<file path="src/rtl/keypad_emulator_pkg.sv">
// Shared definitions for the keypad emulator: keypad geometry, FSM state
// encoding and the digit-to-key position constants also used by the
// row-scanning side.
package keypad_emulator_pkg;

  localparam int NUM_ROWS = 3;
  localparam int NUM_COLS = 3;
  localparam int DIGIT_W  = 4;
  localparam int LEN_W    = 4;

  // Lowest and highest digit that corresponds to a physical key.
  localparam logic [DIGIT_W-1:0] KEY_DIGIT_MIN = 4'd1;
  localparam logic [DIGIT_W-1:0] KEY_DIGIT_MAX = 4'd9;

  // One-hot row selects, row 1 (digits 1..3) on bit 0.
  localparam logic [NUM_ROWS-1:0] ROW_1 = 3'b001;
  localparam logic [NUM_ROWS-1:0] ROW_2 = 3'b010;
  localparam logic [NUM_ROWS-1:0] ROW_3 = 3'b100;

  // One-hot column selects, column 1 (digits 1, 4, 7) on bit 0.
  localparam logic [NUM_COLS-1:0] COL_1 = 3'b001;
  localparam logic [NUM_COLS-1:0] COL_2 = 3'b010;
  localparam logic [NUM_COLS-1:0] COL_3 = 3'b100;

  typedef enum logic [1:0] {
    ST_IDLE  = 2'd0,
    ST_PRESS = 2'd1,
    ST_GAP   = 2'd2,
    ST_FIN   = 2'd3
  } state_t;

endpackage

</file>
<file path="src/rtl/keypad_emulator_if.sv">
// Bundle of control, status and keypad-matrix signals between the
// sequencer owner (master) and the keypad emulator (slave).
//
// Handshake: start is a single-cycle request with no ready; it is taken
// only while the emulator is idle (busy=0 and done=0), and code/length are
// captured on that same edge. busy stays high until the run ends, done
// pulses for exactly one cycle with busy=0, and a new start is accepted
// from the cycle after done onward.
interface keypad_emulator_if
  import keypad_emulator_pkg::*;
#(
  parameter int MAX_DIGITS = 8
);
  logic                      start;
  logic [4*MAX_DIGITS-1:0]   code;
  logic [LEN_W-1:0]          length;
  logic                      keypad_r1;
  logic                      keypad_r2;
  logic                      keypad_r3;
  logic                      keypad_c1;
  logic                      keypad_c2;
  logic                      keypad_c3;
  logic                      busy;
  logic                      done;
  logic [DIGIT_W-1:0]        key_active;
  logic                      err;
  state_t                    state_dbg;

  modport master (
    output start, code, length, keypad_r1, keypad_r2, keypad_r3,
    input  keypad_c1, keypad_c2, keypad_c3, busy, done, key_active, err,
           state_dbg
  );

  modport slave (
    input  start, code, length, keypad_r1, keypad_r2, keypad_r3,
    output keypad_c1, keypad_c2, keypad_c3, busy, done, key_active, err,
           state_dbg
  );
endinterface

</file>
<file path="src/rtl/keypad_emulator_key_map.sv">
// Maps a BCD digit to the one-hot row and column of its key on the 3x3
// keypad. Digits 0 and 10..15 have no key and report valid=0.
module keypad_emulator_key_map
  import keypad_emulator_pkg::*;
(
  input  logic [DIGIT_W-1:0]  digit,
  output logic [NUM_ROWS-1:0] row,
  output logic [NUM_COLS-1:0] col,
  output logic                valid
);

  // Digit d sits at row (d-1)/3, column (d-1)%3.
  always_comb begin
    row   = '0;
    col   = '0;
    valid = 1'b0;
    case (digit)
      4'd1: begin row = ROW_1; col = COL_1; valid = 1'b1; end
      4'd2: begin row = ROW_1; col = COL_2; valid = 1'b1; end
      4'd3: begin row = ROW_1; col = COL_3; valid = 1'b1; end
      4'd4: begin row = ROW_2; col = COL_1; valid = 1'b1; end
      4'd5: begin row = ROW_2; col = COL_2; valid = 1'b1; end
      4'd6: begin row = ROW_2; col = COL_3; valid = 1'b1; end
      4'd7: begin row = ROW_3; col = COL_1; valid = 1'b1; end
      4'd8: begin row = ROW_3; col = COL_2; valid = 1'b1; end
      4'd9: begin row = ROW_3; col = COL_3; valid = 1'b1; end
      default: begin
        row   = '0;
        col   = '0;
        valid = 1'b0;
      end
    endcase
  end

endmodule

</file>
<file path="src/rtl/keypad_emulator.sv">
// Keypad emulator: presses a latched digit sequence (most significant digit
// first) on the column lines, answering the scanner's row drives
// combinationally while a key is held. Each key is held HOLD_CYCLES and
// followed by GAP_CYCLES of release.
module keypad_emulator
  import keypad_emulator_pkg::*;
#(
  parameter int HOLD_CYCLES = 120000,
  parameter int GAP_CYCLES  = 120000,
  parameter int MAX_DIGITS  = 8
)(
  input  logic hwclk,
  input  logic reset,
  keypad_emulator_if.slave kp
);

  localparam int CODE_W    = 4 * MAX_DIGITS;
  localparam int IDX_W     = (MAX_DIGITS > 1) ? $clog2(MAX_DIGITS) : 1;
  localparam int DWELL_MAX = (HOLD_CYCLES > GAP_CYCLES) ? HOLD_CYCLES : GAP_CYCLES;
  localparam int CNT_W     = $clog2(DWELL_MAX + 1);

  localparam logic [CNT_W-1:0] HOLD_LAST = CNT_W'(HOLD_CYCLES - 1);
  localparam logic [CNT_W-1:0] GAP_LAST  = CNT_W'(GAP_CYCLES - 1);
  localparam logic [LEN_W-1:0] LEN_MAX   = LEN_W'(MAX_DIGITS);

  state_t               state_q, state_d;
  logic [CNT_W-1:0]     cnt_q, cnt_d;
  logic [IDX_W-1:0]     idx_q, idx_d;
  logic [CODE_W-1:0]    code_q, code_d;
  logic                 err_q, err_d;
  logic [LEN_W-1:0]     len_c;

  logic [DIGIT_W-1:0]   digit;
  logic [NUM_ROWS-1:0]  key_row;
  logic [NUM_COLS-1:0]  key_col;
  logic                 key_valid;
  logic                 press_q;
  logic                 row_hit;

  // Digit under the index pointer; only meaningful in PRESS.
  assign digit = code_q[4*idx_q +: 4];

  keypad_emulator_key_map u_key_map (
    .digit (digit),
    .row   (key_row),
    .col   (key_col),
    .valid (key_valid)
  );

  // State, dwell counter, index, latched code and sticky error registers.
  always_ff @(posedge hwclk) begin
    if (reset) begin
      state_q <= ST_IDLE;
      cnt_q   <= '0;
      idx_q   <= '0;
      code_q  <= '0;
      err_q   <= 1'b0;
    end else begin
      state_q <= state_d;
      cnt_q   <= cnt_d;
      idx_q   <= idx_d;
      code_q  <= code_d;
      err_q   <= err_d;
    end
  end

  // Next-state logic: launch, hold/gap dwell timing and digit stepping.
  // The dwell counter is cleared on every state change so each PRESS and
  // GAP starts counting from zero.
  always_comb begin
    state_d = state_q;
    cnt_d   = cnt_q + 1'b1;
    idx_d   = idx_q;
    code_d  = code_q;
    err_d   = err_q;
    len_c   = kp.length;
    case (state_q)
      ST_IDLE: begin
        cnt_d = '0;
        if (kp.start) begin
          code_d = kp.code;
          if (kp.length > LEN_MAX) begin
            len_c = LEN_MAX;
            err_d = 1'b1;
          end else begin
            len_c = kp.length;
            err_d = 1'b0;
          end
          idx_d = IDX_W'(len_c - 4'd1);
          if (len_c == '0) begin
            state_d = ST_FIN;
          end else begin
            state_d = ST_PRESS;
          end
        end
      end
      ST_PRESS: begin
        if (!key_valid) begin
          err_d = 1'b1;
        end
        if (cnt_q == HOLD_LAST) begin
          cnt_d   = '0;
          state_d = ST_GAP;
        end
      end
      ST_GAP: begin
        if (cnt_q == GAP_LAST) begin
          cnt_d = '0;
          if (idx_q == '0) begin
            state_d = ST_FIN;
          end else begin
            idx_d   = idx_q - 1'b1;
            state_d = ST_PRESS;
          end
        end
      end
      ST_FIN: begin
        cnt_d   = '0;
        state_d = ST_IDLE;
      end
      default: begin
        cnt_d   = '0;
        state_d = ST_IDLE;
      end
    endcase
  end

  // A key is physically closed only in PRESS with a digit that has a key.
  assign press_q = (state_q == ST_PRESS) && key_valid;

  // The pressed key connects its row to its column: zero-latency loopback.
  assign row_hit = |(key_row & {kp.keypad_r3, kp.keypad_r2, kp.keypad_r1});

  assign kp.keypad_c1  = press_q & key_col[0] & row_hit;
  assign kp.keypad_c2  = press_q & key_col[1] & row_hit;
  assign kp.keypad_c3  = press_q & key_col[2] & row_hit;

  assign kp.busy       = (state_q == ST_PRESS) || (state_q == ST_GAP);
  assign kp.done       = (state_q == ST_FIN);
  assign kp.key_active = press_q ? digit : '0;
  assign kp.err        = err_q;
  assign kp.state_dbg  = state_q;

endmodule

</file>
<file path="src/flat_wrapper.sv">
// flat-port wrapper written by rule: the top's interface ports become plain ports
module keypad_emulator_flat import keypad_emulator_pkg::*;
#(
  parameter int HOLD_CYCLES = 120000,
  parameter int GAP_CYCLES  = 120000,
  parameter int MAX_DIGITS  = 8
)
  (hwclk, reset, kp_start, kp_code, kp_length, kp_keypad_r1, kp_keypad_r2, kp_keypad_r3, kp_keypad_c1, kp_keypad_c2, kp_keypad_c3, kp_busy, kp_done, kp_key_active, kp_err, kp_state_dbg);
  keypad_emulator_if #(.MAX_DIGITS(MAX_DIGITS)) kp_i ();
  input  logic hwclk;
  input  logic reset;
  input wire logic [$bits(kp_i.start)-1:0] kp_start;
  input wire logic [$bits(kp_i.code)-1:0] kp_code;
  input wire logic [$bits(kp_i.length)-1:0] kp_length;
  input wire logic [$bits(kp_i.keypad_r1)-1:0] kp_keypad_r1;
  input wire logic [$bits(kp_i.keypad_r2)-1:0] kp_keypad_r2;
  input wire logic [$bits(kp_i.keypad_r3)-1:0] kp_keypad_r3;
  output wire logic [$bits(kp_i.keypad_c1)-1:0] kp_keypad_c1;
  output wire logic [$bits(kp_i.keypad_c2)-1:0] kp_keypad_c2;
  output wire logic [$bits(kp_i.keypad_c3)-1:0] kp_keypad_c3;
  output wire logic [$bits(kp_i.busy)-1:0] kp_busy;
  output wire logic [$bits(kp_i.done)-1:0] kp_done;
  output wire logic [$bits(kp_i.key_active)-1:0] kp_key_active;
  output wire logic [$bits(kp_i.err)-1:0] kp_err;
  output wire logic [$bits(kp_i.state_dbg)-1:0] kp_state_dbg;
  assign kp_i.start = kp_start;
  assign kp_i.code = kp_code;
  assign kp_i.length = kp_length;
  assign kp_i.keypad_r1 = kp_keypad_r1;
  assign kp_i.keypad_r2 = kp_keypad_r2;
  assign kp_i.keypad_r3 = kp_keypad_r3;
  assign kp_keypad_c1 = kp_i.keypad_c1;
  assign kp_keypad_c2 = kp_i.keypad_c2;
  assign kp_keypad_c3 = kp_i.keypad_c3;
  assign kp_busy = kp_i.busy;
  assign kp_done = kp_i.done;
  assign kp_key_active = kp_i.key_active;
  assign kp_err = kp_i.err;
  assign kp_state_dbg = kp_i.state_dbg;
  keypad_emulator #(.HOLD_CYCLES(HOLD_CYCLES), .GAP_CYCLES(GAP_CYCLES), .MAX_DIGITS(MAX_DIGITS)) u_core (.hwclk(hwclk), .reset(reset), .kp(kp_i));
endmodule
</file>
<file path="config.mk">
export PLATFORM = sky130hd
export DESIGN_NAME = keypad_emulator_flat
export DESIGN_NICKNAME = d
export VERILOG_FILES = /design/src/rtl/keypad_emulator_pkg.sv /design/src/rtl/keypad_emulator_if.sv /design/src/rtl/keypad_emulator_key_map.sv /design/src/rtl/keypad_emulator.sv /design/src/flat_wrapper.sv
export SDC_FILE = /design/constraint.sdc
export NUM_CORES = 1
export LEC_CHECK = 0
export CORE_AREA = 2 2 81 83
export DETAILED_ROUTE_END_ITERATION = 10
export DIE_AREA = 0 0 83 85
export GPL_TIMING_DRIVEN = 0
export PLACE_DENSITY_LB_ADDON = 0.05
export SETUP_SLACK_MARGIN = 0.1
export SYNTH_ARGS = -nofsm -noshare
export SYNTH_HDL_FRONTEND = slang
export SYNTH_SLANG_ARGS = --single-unit
</file>
<file path="constraint.sdc">
create_clock -name hwclk -period 2.2 [get_ports hwclk]
set_input_delay 0.22 -clock hwclk [delete_from_list [all_inputs] [get_ports hwclk]]
set_output_delay 0.22 -clock hwclk [all_outputs]
set_load 0.01 [all_outputs]
</file>
== Yosys cells after proc, flatten, opt, wreduce, memory -nomap -nowiden ==
Memories as Yosys holds them, arrays and structs flattened.
Index checks and enable logic that the tools add are counted.

* Memories: 1
* Bits in writable memories: 0
* Register bits after elaboration: 55
* Bits in latches: 0
* Word-level logic and storage cells: 61
* Memory bits (read-only): 112

{| class="wikitable"
|+ Memory list
! name !! words !! width !! rd ports !! clocked after Yosys merged registers in !! wr ports !! RTL line !! RTL
|-
| (no name shown) || 16 || 7 || 1 || 0 || 0 || keypad_emulator_key_map.sv:17 || <nowiki>case (digit)</nowiki>
|}

* Shift operators: 1
* Add/sub/neg operators: 3
* $mul: 0
* Div/mod/pow operators: 0
* Mux-type cells: 20
* $lt $le $gt $ge: 1
* Reduce and logical (&&, ||, !) cells: 14
* Equal/unequal tests: 9
* Bitwise operators: 7

{| class="wikitable"
|+ Operators by type and width
! operator !! number
|-
| 17-bit one-hot mux with 2 select lines || 1
|-
| 32-bit by 6-bit variable part select with 4-bit output || 1
|-
| 17-bit by 1-bit adder with 17-bit output, second input constant || 1
|-
| 17-bit == test, second input constant || 1
|-
| 17-bit 2-to-1 mux || 1
|-
| 4-bit 2-to-1 mux || 4
|-
| 2-bit 2-to-1 mux || 5
|-
| 3-bit 2-to-1 mux || 3
|-
| 2-bit one-hot mux with 4 select lines || 1
|-
| 1-bit AND || 6
|-
| 2-bit inequality test, second input constant || 3
|-
| 3-bit one-hot mux with 2 select lines || 1
|-
| 3-bit AND reduction || 2
|-
| 3-bit by 1-bit subtractor with 3-bit output, second input constant || 2
|-
| 2-bit == test, second input constant || 2
|-
| 4-bit greater-than comparator, second input constant || 1
|-
| 4-bit zero test || 1
|-
| 2-bit by 1-bit inequality test with 1-bit output, second input constant || 2
|-
| 4-bit AND reduction || 1
|-
| 2-bit nonzero test || 2
|-
| 2-bit OR reduction || 2
|-
| 3-bit AND || 1
|-
| 3-bit zero test || 1
|-
| 1-bit 2-to-1 mux || 3
|-
| other kinds (7) || 7
|}

== Longest topological paths before layout ==
Gate-level depths: netlist (run 1).

* Depth after elaboration: 8
* Gate-level depth with buffers: 10
* Depth with buffers taken out: 9

== Modules after synthesis ==
Synthesis (run 1) repeated with hierarchy kept, for this count alone.

* Cell total of the unflattened synthesis: 327
* Area total of the unflattened synthesis: 2797.7 um2

{| class="wikitable"
|+ By module, submodules not included
! module !! instances !! area each (um2) !! seq. area each (um2) !! cells an instance
|-
| keypad_emulator || 1 || 2602.5 || 1101.1 || 304
|-
| keypad_emulator_key_map || 1 || 195.2 || 0.0 || 23
|}

== Worst setup path after synthesis (run 1) ==
Ideal clock, no wire load.

* Path type: flip-flop to output port
* From: register u_core.idx_q[0]
* To: output port kp_keypad_c1
* Setup slack: -0.348 ns
* Cell stages (with the launch flop): 11
* Path buffers: 2
* Arrival: 2.328 ns
* Cell sequence: dfxtp_1 > buf_6 > buf_12 > mux4_2 > mux2i_1 > inv_1 > ha_1 > nand2b_1 > mux2i_1 > a221oi_2 > nor3_1

* Longest elaborated chain between the ends: 5
* Elaborated cells between the ends (all ways): 7

{| class="wikitable"
|+ Ends and longest elaborated chain
! what !! RTL line !! RTL
|-
| from (decl) || keypad_emulator.sv:28 || <nowiki>logic [IDX_W-1:0] idx_q, idx_d;</nowiki>
|-
| from (signal assigned) || keypad_emulator.sv:61 || <nowiki>idx_q <= idx_d;</nowiki>
|-
| 32-bit by 6-bit variable part select with 4-bit output (*) || keypad_emulator.sv:41 || <nowiki>assign digit = code_q[4*idx_q +: 4];</nowiki>
|-
| memory 16 x 7 bit (*) || n/a ||
|-
| 3-bit AND / 1-bit logical AND (equally long branches) || keypad_emulator.sv:132, keypad_emulator.sv:129 ||
|-
| 3-bit OR reduction / 1-bit AND (equally long branches) || keypad_emulator.sv:132, keypad_emulator.sv:134 ||
|-
| 1-bit AND (*) || keypad_emulator.sv:134 || <nowiki>assign kp.keypad_c1 = press_q & key_col[0] & row_hit;</nowiki>
|-
| to (decl) || flat_wrapper.sv:18 || <nowiki>output wire logic [$bits(kp_i.keypad_c1)-1:0] kp_keypad_c1;</nowiki>
|}

Mark *: on every way between the ends. The rest lies on a longest branch, timed or not.

== Worst setup path in the final report (run 1) ==
* From: register u_core.idx_q[0]
* To: output port kp_keypad_c3

* Longest elaborated chain between the ends: 5
* Elaborated cells between the ends (all ways): 7

{| class="wikitable"
|+ Ends and longest elaborated chain
! what !! RTL line !! RTL
|-
| 32-bit by 6-bit variable part select with 4-bit output (*) || keypad_emulator.sv:41 ||
|-
| memory 16 x 7 bit (*) || n/a ||
|-
| 3-bit AND / 1-bit logical AND (equally long branches) || keypad_emulator.sv:132, keypad_emulator.sv:129 ||
|-
| 3-bit OR reduction / 1-bit AND (equally long branches) || keypad_emulator.sv:132, keypad_emulator.sv:136 ||
|-
| 1-bit AND (*) || keypad_emulator.sv:136 || <nowiki>assign kp.keypad_c3 = press_q & key_col[2] & row_hit;</nowiki>
|-
| to (decl) || flat_wrapper.sv:20 || <nowiki>output wire logic [$bits(kp_i.keypad_c3)-1:0] kp_keypad_c3;</nowiki>
|}

Marked as above.

==> out/qor.json, run 1 <==
{
  "worst_setup_hold_path_clk_slew_ns": 0.10,
  "holdWs_ns": 0.452,
  "share_of_post_route_cells_with_drive_strength_above_1": 0.197,
  "slew_headroom": 0.656,
  "cp-end-kind": "output port",
  "floorplan.initialDensity": 0.453,
  "drtAntennaViolNets": 0,
  "seq_area_mm2": 0.00111,
  "grt_max_degree": 18,
  "total_switching_power_mw": 1.40,
  "share_of_the_clock_period_used_by_the_worst_path": 1.29,
  "vias_per_cell": 5.15,
  "clock_tree_from_tritoncts": "done",
  "yosys_most_used_dff": "sky130_fd_sc_hd__dfxtp_1",
  "syn-mean-instance-area_um2": 8.61,
  "cts_buffer_depth": 2,
  "nNetsFinal": 464,
  "placementRows": 29,
  "grt_busiest_layer": "met2",
  "drv_slew": 0,
  "drt_drc_violations_left": 0,
  "number_of_antenna_violations_at_the_first_check_in_global_routing": 0,
  "pre_antenna_drt_iters": 4,
  "clock-root-buffer": "sky130_fd_sc_hd__clkbuf_8",
  "htreeDepth": 2,
  "multiInputGateArea_mm2": 0.00170,
  "p_leak_nw": 1.43,
  "crit_path_max_fanout": 6,
  "power.total_mw": 3.85,
  "numClockSinks": 55,
  "fp.dieW_um": 83,
  "via_count": 2513,
  "sequentialPowerShare": 0.323,
  "timing.clock.skew_ns": 0.00854,
  "path_cells": "buf_6 > buf_12 > mux4_2 > mux2i_4 > inv_2 > ha_1 > mux2_1 > a22oi_2 > nor3_2 > buf_2",
  "period_minus_slack_ns": 2.84,
  "netlist_instances": 326,
  "yosys_warnings": 0,
  "die_area_mm2": 0.00706,
  "fmax_mhz": 352,
  "power.share.switching": 0.363,
  "grt_remaining_overflow": 0,
  "dp_cell_count": 456,
  "worstPathRequired_ns": 1.98,
  "io_buf_count": 53,
  "groute.usage.overall": 0.194,
  "power.share.combinational": 0.500,
  "drv.max_cap_violation_count": 0,
  "grtUsageMet2": 0.342,
  "syn-num-nets": 380,
  "status": "finished, violations left",
  "critPathKind": "reg -> out",
  "synthArstFlopShare": 0,
  "num_antenna_cells": 0,
  "clock_latency_ns": 0.30,
  "io_pins": 54,
  "proportion_of_synthesized_chip_area_in_sequential_cells": 0.392,
  "fp.coreArea_mm2": 0.00620,
  "cp-start-kind": "register",
  "arrival_ns": 2.62,
  "first_global_vias": 2465,
  "post_layout_nonfiller_instances": 488,
  "total_of_fill_cells_in_the_finished_design": 559,
  "hold_buffers": 0,
  "rsz0062_at_grt": "yes",
  "grtUsageMet3": 0.0418,
  "wl_um": 6830,
  "clockPowerShare": 0.177,
  "timing.hold.worst.class": "in -> reg",
  "finalWeightedCongestion": 0.806,
  "power_density_mw_per_mm2": 1000,
  "synth.ff_latch_count": 55,
  "clock_buffer_count_from_cts": 5,
  "dpl.hpwl_um": 4830,
  "worst-path-buf-inv": 4,
  "p_int_mw": 2.46,
  "hold_violations": 0,
  "critical-path-top-delay-family": "multiplexers",
  "detail_route.iter0.violations": 121,
  "grt_pass1_wl_um": 11300,
  "setup_viol": 8,
  "syn_area_mm2": 0.00281,
  "setup_ws_ns": -0.640,
  "tightestPinTransition_ns": 0.517,
  "synth.lib_cells_used.distinct": 51,
  "post-place-ws_ns": -0.996,
  "critical-path-max-stage-delay_ns": 0.54,
  "ir_worst_vdd_mv": 0.513,
  "failed_checks": "negative setup slack",
  "synthToLayoutAreaGrowth_pct": 36.7,
  "synth-edff-count": 0,
  "globalRouteMet1Util": 0.247,
  "die_y_um": 85,
  "avgRoutedWirePerCell_um": 14.0,
  "worst_path_max_delay_cell": "sky130_fd_sc_hd__mux4_2"
}
metal layers:
| layer | wire length, um | part of all wire |
|---|---|---|
| met5 | 0 | 0 |
| met4 | 36 | 0.0053 |
| met3 | 270 | 0.040 |
| met2 | 3410 | 0.50 |
| met1 | 3110 | 0.46 |
placed cells by master (no fill, tap or decap), types with 4 or more instances in the layout:
master                            count
sky130_fd_sc_hd__buf_6                4
sky130_fd_sc_hd__mux2i_1              4
sky130_fd_sc_hd__and2_1               4
sky130_fd_sc_hd__dfxtp_1             53
sky130_fd_sc_hd__clkbuf_1            13
sky130_fd_sc_hd__buf_4               22
sky130_fd_sc_hd__clkbuf_8             5
sky130_fd_sc_hd__o21ai_0              5
sky130_fd_sc_hd__inv_1                5
sky130_fd_sc_hd__mux4_2               7
sky130_fd_sc_hd__xnor2_1              5
sky130_fd_sc_hd__nand2_1             69
sky130_fd_sc_hd__and3_1               4
sky130_fd_sc_hd__buf_2                6
sky130_fd_sc_hd__a21oi_1             39
sky130_fd_sc_hd__xor2_1              10
sky130_fd_sc_hd__nand3_1              7
sky130_fd_sc_hd__nor2_1              25
sky130_fd_sc_hd__clkdlybuf4s50_1     47
sky130_fd_sc_hd__ha_1                 6
sky130_fd_sc_hd__ha_2                 6
sky130_fd_sc_hd__nand4_1              6
cells in the mapped netlist, types with 3 or more instances:
| library cell | number | area (um2) |
|---|---|---|
| sky130_fd_sc_hd__mux2i_1 | 6 | 60.1 |
| sky130_fd_sc_hd__xor2_1 | 10 | 87.6 |
| sky130_fd_sc_hd__nand3_1 | 7 | 35.0 |
| sky130_fd_sc_hd__and3_1 | 4 | 25.0 |
| sky130_fd_sc_hd__nor3_1 | 4 | 20.0 |
| sky130_fd_sc_hd__mux4_2 | 7 | 158 |
| sky130_fd_sc_hd__xnor2_1 | 5 | 43.8 |
| sky130_fd_sc_hd__nor2_1 | 25 | 93.8 |
| sky130_fd_sc_hd__nand2b_1 | 3 | 18.8 |
| sky130_fd_sc_hd__a21oi_1 | 40 | 200 |
| sky130_fd_sc_hd__o21ai_0 | 6 | 30.0 |
| sky130_fd_sc_hd__and2_1 | 4 | 25.0 |
| sky130_fd_sc_hd__clkbuf_1 | 15 | 56.3 |
| sky130_fd_sc_hd__dfxtp_1 | 55 | 1100 |
| sky130_fd_sc_hd__nand4_1 | 6 | 37.5 |
| sky130_fd_sc_hd__nand2_1 | 69 | 259 |
| sky130_fd_sc_hd__inv_1 | 8 | 30.0 |
| sky130_fd_sc_hd__ha_1 | 12 | 150 |
kinds of logic (layout without fill, tap and decap cells):
group | Yosys count | count (layout) | share of synthesized area
AOI/OAI and AO/OA | 63 | 63 | 0.134
and+or+nand+nor | 138 | 138 | 0.231
xor gates and xnor gates | 15 | 15 | 0.0468
buffers and inverters | 26 | 111 | 0.0437
muxes | 17 | 17 | 0.0989
DFF | 55 | 55 | 0.392
adders and majority gates | 12 | 12 | 0.0535
cell type report:
cell class,count,area share
Buffer,18,0.0274
Clock buffer,6,0.0189
Clock inverter,2,0.0101
Inverter,8,0.00848
Multi-Input combinational cell,245,0.442
Sequential cell,55,0.288
Tap cell,77,0.0251
Timing Repair Buffer,77,0.179
what timing repair did:
action / CTS / global route
pin swaps: 3 / 4
setup endpoints to repair: 18 / 20
gates resized for setup: 38 / 15
setup buffers: 18 / 6
state kept, by name, indices dropped and copies added (netlist names):
register,cells
u_core.code_q,32
u_core.cnt_q,17
u_core.idx_q,3
u_core.kp.state_dbg,2
u_core.kp.err,1
worst paths after layout:
check,from,to,slack [ns],cells past startpoint
min,kp_code[9],u_core.code_q[9],0.45,3
min reg2reg,u_core.code_q[12],u_core.code_q[12],0.46,2
max reg2reg,u_core.idx_q[0],u_core.kp.err,-0.13,12
max,u_core.idx_q[0],kp_keypad_c3,-0.64,10
stage by stage:
step                      TNS (ns)  area [um2]   util
final                        -4.03        3840  0.618
after global routing         -4.89        3840  0.618
after CTS                    -4.28        3760  0.607
after detailed placement     -5.59        3480  0.561
after global placement       -5.03        3480  0.561
after floorplan             -0.437        2850      -
worst min-delay path, cell delays in order:
cell and delay (ns):
sky130_fd_sc_hd__clkdlybuf4s50_1 0.40, sky130_fd_sc_hd__nand2_1 0.06, sky130_fd_sc_hd__a21oi_1 0.05
power by group through the flow:
stage / logic, mW / registers (mW) / clock network (mW)
final: 1.93 / 1.25 / 0.683
after global routing: 2.11 / 1.26 / 0.733
after CTS: 1.84 / 1.24 / 0.699
after detailed placement: 1.57 / 1.26 / 0
after global placement: 1.55 / 1.26 / 0
after floorplan: 1.13 / 1.25 / 0
(Power assumes the default switching activity.)
==> run 2: changes to the inputs <==
- CORE_AREA: 2 2 81 83 -> 2 2 69 97
- DIE_AREA: 0 0 83 85 -> 0 0 71 99
==> run 2 against run 1 <==
Against the previous run: the flow still finishes with violations (negative setup slack); clock-buffer cell count up 1; critical endpoint is now kp_keypad_c2; clock skew down 0.0027 ns; critical path depth down 1; die area down 0.37%; non-clock buffer count unchanged; wire length up 2.1%; total power down 1.4%; critical path type unchanged.
==> out/qor.json, run 2 (same netlist as run 1, synthesis figures left out) <==
{
  "status": "finished, violations left",
  "failed_checks": "negative setup slack",
  "r2r-start": "u_core.idx_q[0]",
  "layout.cells.most_common_list": "sky130_fd_sc_hd__nand2_1 (69), sky130_fd_sc_hd__dfxtp_1 (53), sky130_fd_sc_hd__clkdlybuf4s50_1 (46), sky130_fd_sc_hd__a21oi_1 (39), sky130_fd_sc_hd__nor2_1 (25)",
  "wl": {"value": 6980, "unit": "um", "change": "+2.1%"},
  "first_global_vias": {"value": 2536, "change": "+2.9%"},
  "share_of_the_clock_period_used_by_the_worst_path": {"value": 1.29, "change": "-0.00359"},
  "timing.clock.skew": {"value": 0.00586, "unit": "ns", "change": "-0.00268 ns"},
  "fp.coreArea": {"value": 0.00617, "unit": "mm2", "change": "-0.58%"},
  "worst-path-buf-inv": {"value": 3, "change": "-1"},
  "path_depth": {"value": 9, "change": "-1"},
  "drt_drc_violations_left": {"value": 0, "change": "unchanged"},
  "worst_path_max_delay_cell": "sky130_fd_sc_hd__mux4_2",
  "clock_buffer_count_from_cts": {"value": 5, "change": "unchanged"},
  "cp-end-kind": "output port",
  "fmax": {"value": 353, "unit": "MHz", "change": "+0.28%"},
  "min_from": "kp_code[14]",
  "total_switching_power": {"value": 1.40, "unit": "mW", "change": "about the same"},
  "worstPathRequired": {"value": 1.98, "unit": "ns", "change": "about the same"},
  "timing.critical_path.from": "u_core.idx_q[0]",
  "die_y": {"value": 99, "unit": "um", "change": "+16%"},
  "drv.max_cap_violation_count": {"value": 0, "change": "unchanged"},
  "number_of_antenna_violations_at_the_first_check_in_global_routing": {"value": 0, "change": "unchanged"},
  "period_minus_slack": {"value": 2.83, "unit": "ns", "change": "-0.00790 ns"},
  "grt_remaining_overflow": {"value": 0, "change": "unchanged"},
  "num_antenna_cells": {"value": 0, "change": "unchanged"},
  "fp.dieW": {"value": 71, "unit": "um", "change": "-14%"},
  "dp_cell_count": {"value": 451, "change": "-1.1%"},
  "register_name_with_the_most_flops": "u_core.code_q",
  "postPlaceCellArea": {"value": 0.00347, "unit": "mm2", "change": "-0.18%"},
  "timing.hold.worst.class": "in -> reg",
  "clock_tree_from_tritoncts": "done",
  "avgRoutedWirePerCell": {"value": 14.4, "unit": "um", "change": "+3.2%"},
  "htreeDepth": {"value": 2, "change": "unchanged"},
  "share_of_post_route_cells_with_drive_strength_above_1": {"value": 0.200, "change": "+0.00243"},
  "hold_buffers": {"value": 0, "change": "unchanged"},
  "critical-path-max-stage-delay": {"value": 0.49, "unit": "ns", "change": "-0.05 ns"},
  "biggestRegsByFlops": "u_core.code_q: 32 flops, u_core.cnt_q: 17 flops, u_core.idx_q: 3 flops",
  "holdWs": {"value": 0.446, "unit": "ns", "change": "-0.00571 ns"},
  "hold_violations": {"value": 0, "change": "unchanged"},
  "grt_pass1_wl": {"value": 11600, "unit": "um", "change": "+2.4%"},
  "total_of_fill_cells_in_the_finished_design": {"value": 563, "change": "+0.72%"},
  "clockPowerShare": {"value": 0.157, "change": "-0.020"},
  "arrival": {"value": 2.61, "unit": "ns", "change": "about the same"},
  "placementRows": {"value": 34, "change": "+17%"},
  "power.share.switching": {"value": 0.367, "change": "+0.00494"},
  "numClockSinks": {"value": 55, "change": "unchanged"},
  "clock-root-buffer": "sky130_fd_sc_hd__clkbuf_8",
  "setup_ws": {"value": -0.633, "unit": "ns", "change": "+0.00790 ns"},
  "ir_worst_vdd": {"value": 0.527, "unit": "mV", "change": "+2.7%"},
  "rsz0062_at_grt": "yes",
  "worst_r2r_path_depth": {"value": 11, "change": "-1"},
  "cp-start-kind": "register",
  "dpl.hpwl": {"value": 4920, "unit": "um", "change": "+1.9%"},
  "floorplan.initialDensity": {"value": 0.455, "change": "+0.00266"},
  "power_density": {"value": 993, "unit": "mW/mm2", "change": "-1.1%"},
  "vias_per_cell": {"value": 5.29, "change": "+2.7%"},
  "finalWeightedCongestion": {"value": 0.812, "change": "+0.69%"},
  "io_buf_count": {"value": 53, "change": "unchanged"},
  "synthToLayoutAreaGrowth_pct": 36.2,
  "tightestPinTransition": {"value": 0.543, "unit": "ns", "change": "+0.0263 ns"},
  "die_area": {"value": 0.00703, "unit": "mm2", "change": "-0.37%"},
  "power.share.combinational": {"value": 0.519, "change": "+0.019"},
  "final_area": {"value": 0.00382, "unit": "mm2", "change": "-0.33%"},
  "path_cells": "buf_6 > mux4_2 > mux2_4 > buf_4 > ha_1 > mux2_2 > a22oi_1 > nor3_2 > buf_2",
  "worst_setup_hold_path_clk_slew": {"value": 0.10, "unit": "ns", "change": "about the same"},
  "power.total": {"value": 3.80, "unit": "mW", "change": "-1.4%"},
  "layout_commonest_cell": "sky130_fd_sc_hd__nand2_1",
  "clock_latency": {"value": 0.31, "unit": "ns", "change": "about the same"},
  "critPathKind": "reg -> out",
  "io_pins": {"value": 54, "change": "unchanged"},
  "post_layout_nonfiller_instances": {"value": 483, "change": "-1.0%"},
  "via_count": {"value": 2554, "change": "+1.6%"},
  "grt_max_degree": {"value": 17, "change": "-1"},
  "p_leak": {"value": 1.44, "unit": "nW", "change": "+0.92%"},
  "crit_path_max_fanout": {"value": 5, "change": "-1"},
  "setup_viol": {"value": 8, "change": "unchanged"},
  "slew_headroom": {"value": 0.638, "change": "-0.0176"},
  "drv_slew": {"value": 0, "change": "unchanged"},
  "p_int": {"value": 2.40, "unit": "mW", "change": "-2.2%"},
  "worst_hold_path.num_cells": {"value": 3, "change": "unchanged"},
  "detail_route.iter0.violations": {"value": 87, "change": "-28%"},
  "cts_buffer_depth": {"value": 2, "change": "unchanged"},
  "largest_register_ffs": {"value": 32, "change": "unchanged"},
  "sequentialPowerShare": {"value": 0.325, "change": "+0.002"},
  "utilization": {"value": 0.620, "change": "+0.00161"},
  "critical-path-top-delay-family": "multiplexers",
  "drtAntennaViolNets": {"value": 0, "change": "unchanged"},
  "nNetsFinal": {"value": 464, "change": "unchanged"},
  "pre_antenna_drt_iters": {"value": 4, "change": "unchanged"},
  "groute.usage.overall": {"value": 0.205, "change": "+0.0108"}
}
[run 2: final timing paths]
| path | to | slack [ns] |
|---|---|---|
| setup / recovery | kp_keypad_c2 | -0.63 |
| hold / removal | u_core.code_q[14] | 0.45 |
| setup reg to reg | u_core.kp.err | -0.13 |
| hold reg to reg | u_core.code_q[8] | 0.46 |
[run 2: worst min-delay path: stages]
cell	delay, ns
sky130_fd_sc_hd__clkdlybuf4s50_1	0.40
sky130_fd_sc_hd__nand2_1	0.05
sky130_fd_sc_hd__a21oi_1	0.05
[run 2: layout make-up]
cell class,instances,area [um2],share of cell area
plain buffers,18,103,0.0268
clock buffers,7,86.3,0.0226
clock inverters,1,8.76,0.00229
inverters,8,32.5,0.00851
multi-input cells,245,1700,0.446
flip-flops and latches,55,1110,0.289
well taps,72,90.1,0.0236
repair buffers,77,694,0.182
[run 2: what timing repair did]
action,in CTS,in global routing
gates resized for setup,49,12
endpoints found under the setup margin,19,34
pin swaps,7,10
setup buffers,21,3
[run 2: per-stage QoR]
stage	setup TNS, ns	setup WS, ns
5_1_grt	-4.57	-0.752
2_1_floorplan	-0.437	-0.146
4_1_cts	-3.87	-0.663
3_3_place_gp	-4.94	-0.896
6_report	-3.80	-0.633
3_5_place_dp	-4.77	-0.895
[run 2: power by group through the flow]
| stage | Sequential [mW] | Combinational, mW | Clock (mW) |
|---|---|---|---|
| floorplan | 1.25 | 1.13 | 0 |
| global placement | 1.25 | 1.54 | 0 |
| detailed placement | 1.26 | 1.56 | 0 |
| CTS | 1.24 | 1.90 | 0.607 |
| global route | 1.26 | 2.15 | 0.641 |
| finish | 1.23 | 1.97 | 0.595 |
[run 2: per-layer routing]
metal / track usage / vias up / wire, um
met5: 0 / - / 0
met4: 0.0639 / 0 / 112
met3: 0.0378 / 10 / 219
met2: 0.380 / 40 / 3700
met1: 0.233 / 1210 / 2950
li1: - / 1294 / -
==> run 3: changes to the inputs <==
- CTS_CLUSTER_DIAMETER: not set -> 150
==> results of run 3 <==
Same layout as run 2: the final DEF is identical, and so are final timing and power.
